File: config.mk
export PLATFORM = sky130hd
export DESIGN_NAME = ccd_adc_line_capture_flat
export DESIGN_NICKNAME = d
export VERILOG_FILES = /design/src/rtl/ccd_adc_line_capture_if.sv /design/src/rtl/ccd_adc_line_capture.sv /design/src/flat_wrapper.sv
export SDC_FILE = /design/constraint.sdc
export NUM_CORES = 1
export LEC_CHECK = 0
export CAP_MARGIN = 10
export CORE_MARGIN = 1.5
export CORE_UTILIZATION = 25
export CTS_BUF_LIST = sky130_fd_sc_hd__clkbuf_16
export CTS_CLUSTER_DIAMETER = 80
export DETAILED_ROUTE_END_ITERATION = 8
export MAX_ROUTING_LAYER = met4
export PLACE_DENSITY = 0.5
export SYNTH_ARGS = -nofsm -noshare
export SYNTH_HDL_FRONTEND = slang
export SYNTH_SLANG_ARGS = --single-unit
File: constraint.sdc
create_clock -name clk -period 8 [get_ports clk]
set_clock_uncertainty 0.15 [all_clocks]
set_input_delay 0.8 -clock clk [delete_from_list [all_inputs] [get_ports clk]]
set_output_delay 0.8 -clock clk [all_outputs]
set_load 0.05 [all_outputs]
File: src/rtl/ccd_adc_line_capture_if.sv
// Signal bundle between the CCD timing generator / AD9235 and the line capture block.
// The master side is the capture block; the slave side is the timing generator and readout.
interface ccd_adc_line_capture_if #(
  parameter int unsigned DATA_W = 12,
  parameter int unsigned IDX_W  = 12
) ();
  logic              cdsclk1;
  logic              line_start;
  logic [1:0]        avg_mode;
  logic [DATA_W-1:0] adc_data;
  logic              adcclk;
  logic [DATA_W-1:0] pixel_data;
  logic              pixel_valid;
  logic [IDX_W-1:0]  pixel_index;
  logic              line_done;
  logic              line_trunc;

  modport master (
    input  cdsclk1, line_start, avg_mode, adc_data,
    output adcclk, pixel_data, pixel_valid, pixel_index, line_done, line_trunc
  );

  modport slave (
    output cdsclk1, line_start, avg_mode, adc_data,
    input  adcclk, pixel_data, pixel_valid, pixel_index, line_done, line_trunc
  );
endinterface

File: src/rtl/ccd_adc_line_capture.sv
// AD9235 line capture: ADC clock from cdsclk1, pipeline-latency flush, dummy-pixel skip,
// and optional 2/4/8 pixel binning over one CCD line.
module ccd_adc_line_capture #(
  parameter int unsigned DATA_W       = 12,
  parameter int unsigned PIPE_LAT     = 7,
  parameter int unsigned SKIP_PIX     = 32,
  parameter int unsigned PIX_PER_LINE = 3648,
  parameter int unsigned IDX_W        = 12
) (
  input  logic                    clk,
  input  logic                    rst,
  ccd_adc_line_capture_if.master  bus
);

  localparam int unsigned ACC_W      = DATA_W + 3;
  localparam int unsigned FLUSH_LAST = PIPE_LAT + SKIP_PIX - 1;
  localparam int unsigned CONV_W     = $clog2(FLUSH_LAST + 2);
  localparam int unsigned SAMP_W     = $clog2(PIX_PER_LINE);

  typedef enum logic [1:0] {IDLE, FLUSH, ACTIVE, DONE} state_t;

  state_t              state, state_d;
  logic                s1, s2, edge_r, edge_d;
  logic [CONV_W-1:0]   conv, conv_d;
  logic [SAMP_W-1:0]   samp, samp_d;
  logic [ACC_W-1:0]    acc, acc_d, sum;
  logic [1:0]          mode, mode_d;
  logic [2:0]          bin_mask;
  logic [DATA_W-1:0]   data_q, data_d;
  logic [IDX_W-1:0]    idx_q, idx_d;
  logic                valid_q, valid_d;
  logic                done_q, done_d;
  logic                trunc_q, trunc_d;

  // State register plus all datapath/output registers
  always_ff @(posedge clk or posedge rst) begin
    if (rst) begin
      state   <= IDLE;
      s1      <= 1'b0;
      s2      <= 1'b0;
      edge_r  <= 1'b0;
      conv    <= '0;
      samp    <= '0;
      acc     <= '0;
      mode    <= '0;
      data_q  <= '0;
      idx_q   <= '0;
      valid_q <= 1'b0;
      done_q  <= 1'b0;
      trunc_q <= 1'b0;
    end else begin
      state   <= state_d;
      s1      <= bus.cdsclk1;
      s2      <= s1;
      edge_r  <= edge_d;
      conv    <= conv_d;
      samp    <= samp_d;
      acc     <= acc_d;
      mode    <= mode_d;
      data_q  <= data_d;
      idx_q   <= idx_d;
      valid_q <= valid_d;
      done_q  <= done_d;
      trunc_q <= trunc_d;
    end
  end

  // Next-state, counters and binning; a line_start overrides whatever the state would do
  always_comb begin
    state_d  = state;
    edge_d   = s1 & ~s2;
    conv_d   = conv;
    samp_d   = samp;
    acc_d    = acc;
    mode_d   = mode;
    data_d   = data_q;
    idx_d    = idx_q;
    valid_d  = 1'b0;
    done_d   = 1'b0;
    trunc_d  = 1'b0;
    sum      = acc + ACC_W'(bus.adc_data);
    bin_mask = 3'((4'd1 << mode) - 4'd1);

    if (bus.line_start) begin
      trunc_d = (state == FLUSH) || (state == ACTIVE);
      state_d = FLUSH;
      mode_d  = bus.avg_mode;
      conv_d  = '0;
      samp_d  = '0;
      acc_d   = '0;
      // A coincident edge is conversion 0 of the new line
      if (edge_r) begin
        conv_d = CONV_W'(1);
        if (FLUSH_LAST == 0) state_d = ACTIVE;
      end
    end else begin
      unique case (state)
        IDLE: ;
        FLUSH: begin
          if (edge_r) begin
            conv_d = conv + CONV_W'(1);
            if (conv == CONV_W'(FLUSH_LAST)) state_d = ACTIVE;
          end
        end
        ACTIVE: begin
          if (edge_r) begin
            acc_d  = sum;
            samp_d = samp + SAMP_W'(1);
            // Bins are aligned to the line start, so the low sample bits mark bin completion
            if ((samp[2:0] & bin_mask) == bin_mask) begin
              valid_d = 1'b1;
              data_d  = DATA_W'(sum >> mode);
              idx_d   = IDX_W'(samp >> mode);
              acc_d   = '0;
              if (samp == SAMP_W'(PIX_PER_LINE - 1)) begin
                done_d  = 1'b1;
                samp_d  = '0;
                state_d = DONE;
              end
            end
          end
        end
        DONE: state_d = IDLE;
      endcase
    end
  end

  assign bus.adcclk      = s1;
  assign bus.pixel_data  = data_q;
  assign bus.pixel_index = idx_q;
  assign bus.pixel_valid = valid_q;
  assign bus.line_done   = done_q;
  assign bus.line_trunc  = trunc_q;

endmodule

File: src/flat_wrapper.sv
// flat-port wrapper written by rule: the top's interface ports become plain ports
module ccd_adc_line_capture_flat 
#(
  parameter int unsigned DATA_W       = 12,
  parameter int unsigned PIPE_LAT     = 7,
  parameter int unsigned SKIP_PIX     = 32,
  parameter int unsigned PIX_PER_LINE = 3648,
  parameter int unsigned IDX_W        = 12
)
  (clk, rst, bus_cdsclk1, bus_line_start, bus_avg_mode, bus_adc_data, bus_adcclk, bus_pixel_data, bus_pixel_valid, bus_pixel_index, bus_line_done, bus_line_trunc);
  ccd_adc_line_capture_if #(.DATA_W(DATA_W), .IDX_W(IDX_W)) bus_i ();
  input  logic clk;
  input  logic rst;
  input wire logic [$bits(bus_i.cdsclk1)-1:0] bus_cdsclk1;
  input wire logic [$bits(bus_i.line_start)-1:0] bus_line_start;
  input wire logic [$bits(bus_i.avg_mode)-1:0] bus_avg_mode;
  input wire logic [$bits(bus_i.adc_data)-1:0] bus_adc_data;
  output wire logic [$bits(bus_i.adcclk)-1:0] bus_adcclk;
  output wire logic [$bits(bus_i.pixel_data)-1:0] bus_pixel_data;
  output wire logic [$bits(bus_i.pixel_valid)-1:0] bus_pixel_valid;
  output wire logic [$bits(bus_i.pixel_index)-1:0] bus_pixel_index;
  output wire logic [$bits(bus_i.line_done)-1:0] bus_line_done;
  output wire logic [$bits(bus_i.line_trunc)-1:0] bus_line_trunc;
  assign bus_i.cdsclk1 = bus_cdsclk1;
  assign bus_i.line_start = bus_line_start;
  assign bus_i.avg_mode = bus_avg_mode;
  assign bus_i.adc_data = bus_adc_data;
  assign bus_adcclk = bus_i.adcclk;
  assign bus_pixel_data = bus_i.pixel_data;
  assign bus_pixel_valid = bus_i.pixel_valid;
  assign bus_pixel_index = bus_i.pixel_index;
  assign bus_line_done = bus_i.line_done;
  assign bus_line_trunc = bus_i.line_trunc;
  ccd_adc_line_capture #(.DATA_W(DATA_W), .PIPE_LAT(PIPE_LAT), .SKIP_PIX(SKIP_PIX), .PIX_PER_LINE(PIX_PER_LINE), .IDX_W(IDX_W)) u_core (.clk(clk), .rst(rst), .bus(bus_i));
endmodule
==> run metrics, run 1 <==
crit-path max cell delay=roughly 1.1 ns; Final Hold Vio Count=0; Ys Warns=0; Worst-Skew Late Latency=0.34 ns; Main synth FF type=dfrtp_1; relative slew slack=28.1%; GP Congestion=~0.80; total of max-cap violations=0; layout cells sized above 1=approximately a tenth; Synth Register Bits=67; largest family of logic cells by synthesized area=compound AO/OA/AOI/OAI gates; Place WS=4.19 ns; Cells after Synth=approximately 410; status=finished, final reports clean; Worst setup SP type=flip-flop; Setup CP Type=flip-flop to flip-flop; fin nets=491; Synth Cell Area=approximately 0.0040 mm^2; fillers=roughly 1600; DR iter-0 viols=roughly 190; VDD IR max=around 0.11 mV; CTS tree=yes; met2 usage=20.3%; CTS root buffer=clkbuf_16; Horiz. Die Dim=129 um; IO Port Bufs=45; critical path required time=between 8 and 9 ns; remaining antenna violation count after routing=0; die area=about 0.017 mm^2; Core Region=roughly 0.015 mm^2; xor/xnor share of the synthesized area=between 4 and 5%; Vias=3119; crit share post-route=between 40% and 50%; Period minus WS final=3.65 ns; drt via density=4.66; worst-path maximum fanout=28; Post-synth EDFFs=0; postcts setup bufs=0; PD cells=around 200 mW/mm^2; DR WL/cell=14.0 um; placed cell count=between 600 and 700; asr flop ratio synth=100%; post-CTS sizing=0; Synth Area in Simple Gates=roughly 15%; antenna diode count=0; I/O pin total=46; Die Y=129 um; mux contribution to synthesized area=between 10% and 20%; Starting Density=approximately a quarter; CTS H-tree depth=3; vias in the first global route=about 3100; Synth cell types=53; crit-path leading delay family=flip-flops; Rows=45; post-synth top area cell=dfrtp_1; met3 Usage GRT=between 3 and 4%; largest net degree at the start of global routing=slightly below 70; register area share after synthesis=42.3%; RSZ-0062 raised after global routing=no; Clock Pin Slew Worst Setup and Hold Paths=roughly 0.050 ns; crit path buf inv count=2; All-Layer GR Usage=roughly an eighth; CP Capture Type=flip-flop; Max Root-Sink Buffers=2; Setup Viol. Count Final=0; first-pass GRT wire length=between 15 and 20 mm; Post-Synth Adder-Cell Area=6.19%; routed wire length=9.39 mm; P_leak=between 0.002 and 0.0025 uW; drt pass-1 iters=4; FMAX=0.274 GHz; Synth top area share=42.3%; syn_area_per_cell=roughly 9.6 um^2; area delta synth->final=23.1%; Finished Layout Cells=669; Inserted Clock Buffers=9; Data arrival, critical path=3.69 ns; Post-Syn Nets=about 450; crit-path cells=inv_1 -> a21oi_1 -> a21oi_1 -> nand2_1 -> inv_2 -> nand2_1 -> o221ai_1; worst min path class=flip-flop to flip-flop; final slew viol count=0; global-route track usage on met1=approximately 15%; post-synthesis compound-gate area fraction=~18%; min setup slack post-route=about 4.4 ns; gr ovfl total=0; busiest grt layer=met2; worst-margin pin slew=roughly 1.1 ns; Sinks on Clock Net=67; initial antenna violation count=0; DP HPWL=6.65 mm; CP max stage cell=dfrtp_1; DRC=0; hold_buf cts=0; largest cells by area after synthesis=dfrtp_1 (42%), ha_1 (5.7%), nand2_1 (5.2%); Setup TNS Final=0 ns
layout by cell type (no fill, tap or decap), types with 7 or more instances in the layout:
master,count
mux2_2,12
o21ai_0,39
nor2_1,27
inv_1,13
a21oi_1,23
xor2_1,10
nor2b_1,7
nand2_1,55
dfrtp_1,67
ha_1,18
a22o_1,9
clkbuf_16,9
nand3_1,17
clkdlybuf4s50_1,45
o31ai_1,9
xnor2_1,10
mux2i_1,15
nand2b_1,7
final timing paths:
kind,startpoint,to,slack (ns),cells past startpoint
worst max-delay path,u_core.mode[0],u_core.bus.pixel_data[8],4.35,7
worst min-delay path,u_core.s2,u_core.edge_r,0.24,1
worst max register to register,u_core.mode[0],u_core.bus.pixel_data[8],4.35,7
worst min register to register,u_core.s2,u_core.edge_r,0.24,1
max in group asynchronous,rst,u_core.conv[4],6.20,3
min in group asynchronous,rst,u_core.acc[4],0.86,3
cells in the mapped netlist (2+ instances only):
cell      number
mux2_4         2
a21o_1         5
or2_2          3
a21oi_1       24
mux2_2        12
o221ai_1       6
o21ai_1        4
buf_6          2
clkbuf_1      14
nand2b_1       7
nor2b_1        7
nor3_1         3
inv_1         12
xnor2_1       10
o31a_1         3
o21ai_0       39
a22o_1         9
nor2_1        27
mux2_1         2
nand2_1       55
o21a_1         2
xor2_1        10
o31ai_1        9
dfrtp_1       67
nand3_1       17
ha_1          18
mux4_2         3
and3_1         3
mux2i_1       15
metrics by stage:
step	instance area [um^2]	total power, uW	hold slack (ns)	utilization, %
final	4880	997	0.244	31.8
after global routing	4880	1060	0.255	31.8
after CTS	4880	1020	0.248	31.8
after detailed placement	4600	632	0.241	30.0
after global placement	4600	627	0.231	30.0
after floorplan	3960	558	0.228	-
kinds of logic after synthesis:
kind of cell,Yosys count
AND/OR/NAND/NOR,129
buffers and inverters,32
multiplexers,34
AO/OA/AOI/OAI,113
XOR/XNOR,20
adder cells (fa/ha/maj),19
flip-flops,67
per-layer routing:
layer	routed length [um]	vias up	part of all wire, %
met4	222	0	2.4
met3	362	17	3.9
met2	4400	49	47
met1	4400	1496	47
met5	0	-	0
li1	-	1557	-
registers in the layout, indices dropped and copies added, names as in the netlist:
name and cells:
u_core.acc 15, u_core.bus.adcclk 1, u_core.bus.line_done 1, u_core.bus.line_trunc 1
u_core.bus.pixel_data 12, u_core.bus.pixel_index 12, u_core.bus.pixel_valid 1, u_core.conv 6
u_core.edge_r 1, u_core.mode 2, u_core.s2 1, u_core.samp 12
u_core.state 2
layout make-up:
cell class                 instances  area [um^2]  share of cell area (%)
timing repair buffer              48          473                    9.70
multi-input combinational        315         2140                    43.9
clock buffer                       9          225                    4.62
sequential                        67         1680                    34.4
inverter                          13         48.8                    1.00
tap                              211          264                    5.41
clock inverter                     6         50.0                    1.03
where the power goes:
group          total, uW  internal [uW]  switching [uW]
registers            387            364            23.4
clock network        374            234             140
logic                235           92.9             143
Power figures use the tool's default switching activity.
==> inputs of run 2 (changes only) <==
--- a/config.mk
+++ b/config.mk
@@ -12,7 +12,7 @@
 export CTS_CLUSTER_DIAMETER = 80
 export DETAILED_ROUTE_END_ITERATION = 8
 export MAX_ROUTING_LAYER = met4
-export PLACE_DENSITY = 0.5
+export PLACE_DENSITY = 0.51
 export SYNTH_ARGS = -nofsm -noshare
 export SYNTH_HDL_FRONTEND = slang
 export SYNTH_SLANG_ARGS = --single-unit
==> constraint.sdc (replaced) <==
create_clock -name clk -period 3.1 [get_ports clk]
set_clock_uncertainty 0.15 [all_clocks]
set_input_delay 0.31 -clock clk [delete_from_list [all_inputs] [get_ports clk]]
set_output_delay 0.31 -clock clk [all_outputs]
set_load 0.05 [all_outputs]
==> run 2 against run 1 <==
  * Sequential cell count did not move
  * Sequential share of layout area is 1.7 points lower
  * Core utilization up 1.7 points
  * Register-to-register slack worse by 4.0 ns
  * Critical path type is now input port to flip-flop
==> run metrics, run 2 (synthesis gave the netlist of run 1 again) <==
Starting Density=between 20 and 30%; CTS H-tree depth=3; fillers=1601; crit-path cells=clkdlybuf4s50_1 -> ha_1 -> inv_1 -> fa_1 -> nor2b_1 -> o31a_1 -> a21oi_1 -> a31o_2 -> xnor2_1 -> mux4_2 -> mux2_4; hold_buf cts=0; Clock Pin Slew Worst Setup and Hold Paths=around 0.06 ns; IO Port Bufs=45; CP max stage cell=mux4_2; drt via density=4.71; drt pass-1 iters=4; Vias=approximately 3300; busiest grt layer=met2; remaining antenna violation count after routing=0; Power Internal=between 1500 and 2000 uW; part of the power in registers=a little under two fifths; Core Region=approximately 0.015 mm^2; most common cell after layout, fill and taps aside=dfrtp_1; DR WL/cell=around 14 um; reg-to-reg critical path startpoint=u_core.acc[1]; worst min path class=input port to asynchronous set/reset pin; CTS root buffer=clkbuf_16; crit path buf inv count=2; commonest cells after routing, fill and taps aside=dfrtp_1 (67), nand2_1 (55), clkdlybuf4s50_1 (45); min setup slack post-route=about 0.21 ns; Final Power=around 2700 uW; Max Root-Sink Buffers=2; Rows=45; FMAX=between 0.3 and 0.4 GHz; met2 usage=22.0%; CP Capture Type=flip-flop; register area=between 0.0015 and 0.002 mm^2; Worst setup endpoint=u_core.bus.pixel_data[10]; critical path required time=3.16 ns; DP HPWL=7.40 mm; Inserted Clock Buffers=9; All-Layer GR Usage=around an eighth; Period minus WS final=roughly 2.9 ns; Sinks on Clock Net=67; status=finished, final reports clean; global-route track usage on met1=between 15 and 20%; fin nets=about 520; P_leak=0.00225 uW; Die Y=between 100 and 150 um; Psw=around 840 uW; area delta synth->final=29.6%; Switching Share=31.4%; GP Congestion=0.858; Combinational Power Share=between 20% and 30%; Data arrival, critical path=2.95 ns; Finished Cell Area=between 0.005 and 0.006 mm^2; Setup Viol. Count Final=0; crit-path leading delay family=multiplexers; antenna diode count=0; worst reg2reg path depth=8; met3 Usage GRT=2.91%; I/O pin total=46; crit share post-route=93.1%; first-pass GRT wire length=around 17 mm; setup slack on the worst flop-to-flop path=a little over 0.3 ns; Worst setup SP type=input port; initial antenna violation count=0; gr ovfl total=0; routed wire length=10.1 mm; Worst-Skew Late Latency=between 0.3 and 0.4 ns; Placement Cell Area=0.00484 mm^2; clock network fraction of design power=between 30% and 40%; layout cells sized above 1=approximately 16%; register bank with the most flops=u_core.acc; RSZ-0062 raised after global routing=no; Horiz. Die Dim=129 um; postcts setup bufs=0; WP depth=11; Final Hold Vio Count=0; area of the multi-input gates=roughly 0.0021 mm^2; post-CTS sizing=0; CTS tree=yes; relative slew slack=about 64%; DRC=0; worst-margin pin slew=between 0.5 and 0.6 ns; VDD IR max=~0.26 mV; vias in the first global route=between 3000 and 4000; crit-path max cell delay=between 0.4 and 0.5 ns; PD cells=approximately 520 mW/mm^2; die area=0.0166 mm^2; max reg flops=15; total of max-cap violations=0; worst-path maximum fanout=3; Place WS=-0.140 ns; Setup CP Type=input port to flip-flop; final slew viol count=0; Layout Utilization=33.5%; DR iter-0 viols=a little under 200; Setup TNS Final=0 ns; worst reg2reg endpoint=u_core.bus.pixel_data[10]; CP startpoint=bus_adc_data[0]; largest net degree at the start of global routing=28
## run 2: cell types whose count changed in the layout (fill, tap and decap cells not counted), sizes merged
| cell | before | now |
|---|---|---|
| clkinv | 3 | 4 |
| buf | 3 | 33 |
## run 2: worst reg2reg max path: cells and delay by family, from the launching register on
| kind | cells | cell delay [ns] |
|---|---|---|
| compound gates | 5 | 1.07 |
| mux | 2 | 0.74 |
| flops | 1 | 0.39 |
| fa+ha+maj | 1 | 0.31 |
## run 2: final cells by class
type | count | area share, %
Multi-Input combinational cell | 315 | 41.7
Inverter | 13 | 0.951
Timing Repair Buffer | 78 | 13.8
Clock buffer | 9 | 4.39
Tap cell | 211 | 5.14
Clock inverter | 7 | 1.34
Sequential cell | 67 | 32.7
## run 2: stage by stage
step / hold slack (ns) / std cells
3_5_place_dp: 0.237 / 684
6_report: 0.174 / 700
5_1_grt: 0.210 / 700
3_3_place_gp: 0.233 / 684
2_1_floorplan: 0.191 / 414
4_1_cts: 0.188 / 700
## run 2: metal layers
layer  routed length [um]  part of all wire, %
met1                 4550                   45
met2                 4980                   49
met3                  374                  3.7
met4                  159                  1.6
met5                    0                    0
## run 2: power by group through the flow
stage	logic, uW	clock network (uW)	registers [uW]
detailed placement	673	0	1000
global route	722	1090	995
CTS	678	1040	987
global placement	658	0	999
floorplan	329	0	1110
finish	667	1010	986
## run 2: worst min-delay path by stage
| stage | to | slack, ns | from |
|---|---|---|---|
| global placement | u_core.edge_r | 0.23 | u_core.s2 |
| global route | u_core.conv[3] | 0.21 | rst |
| floorplan | u_core.bus.adcclk | 0.19 | bus_cdsclk1 |
| finish | u_core.conv[4] | 0.17 | rst |
| detailed placement | u_core.edge_r | 0.24 | u_core.s2 |
| CTS | u_core.conv[3] | 0.19 | rst |
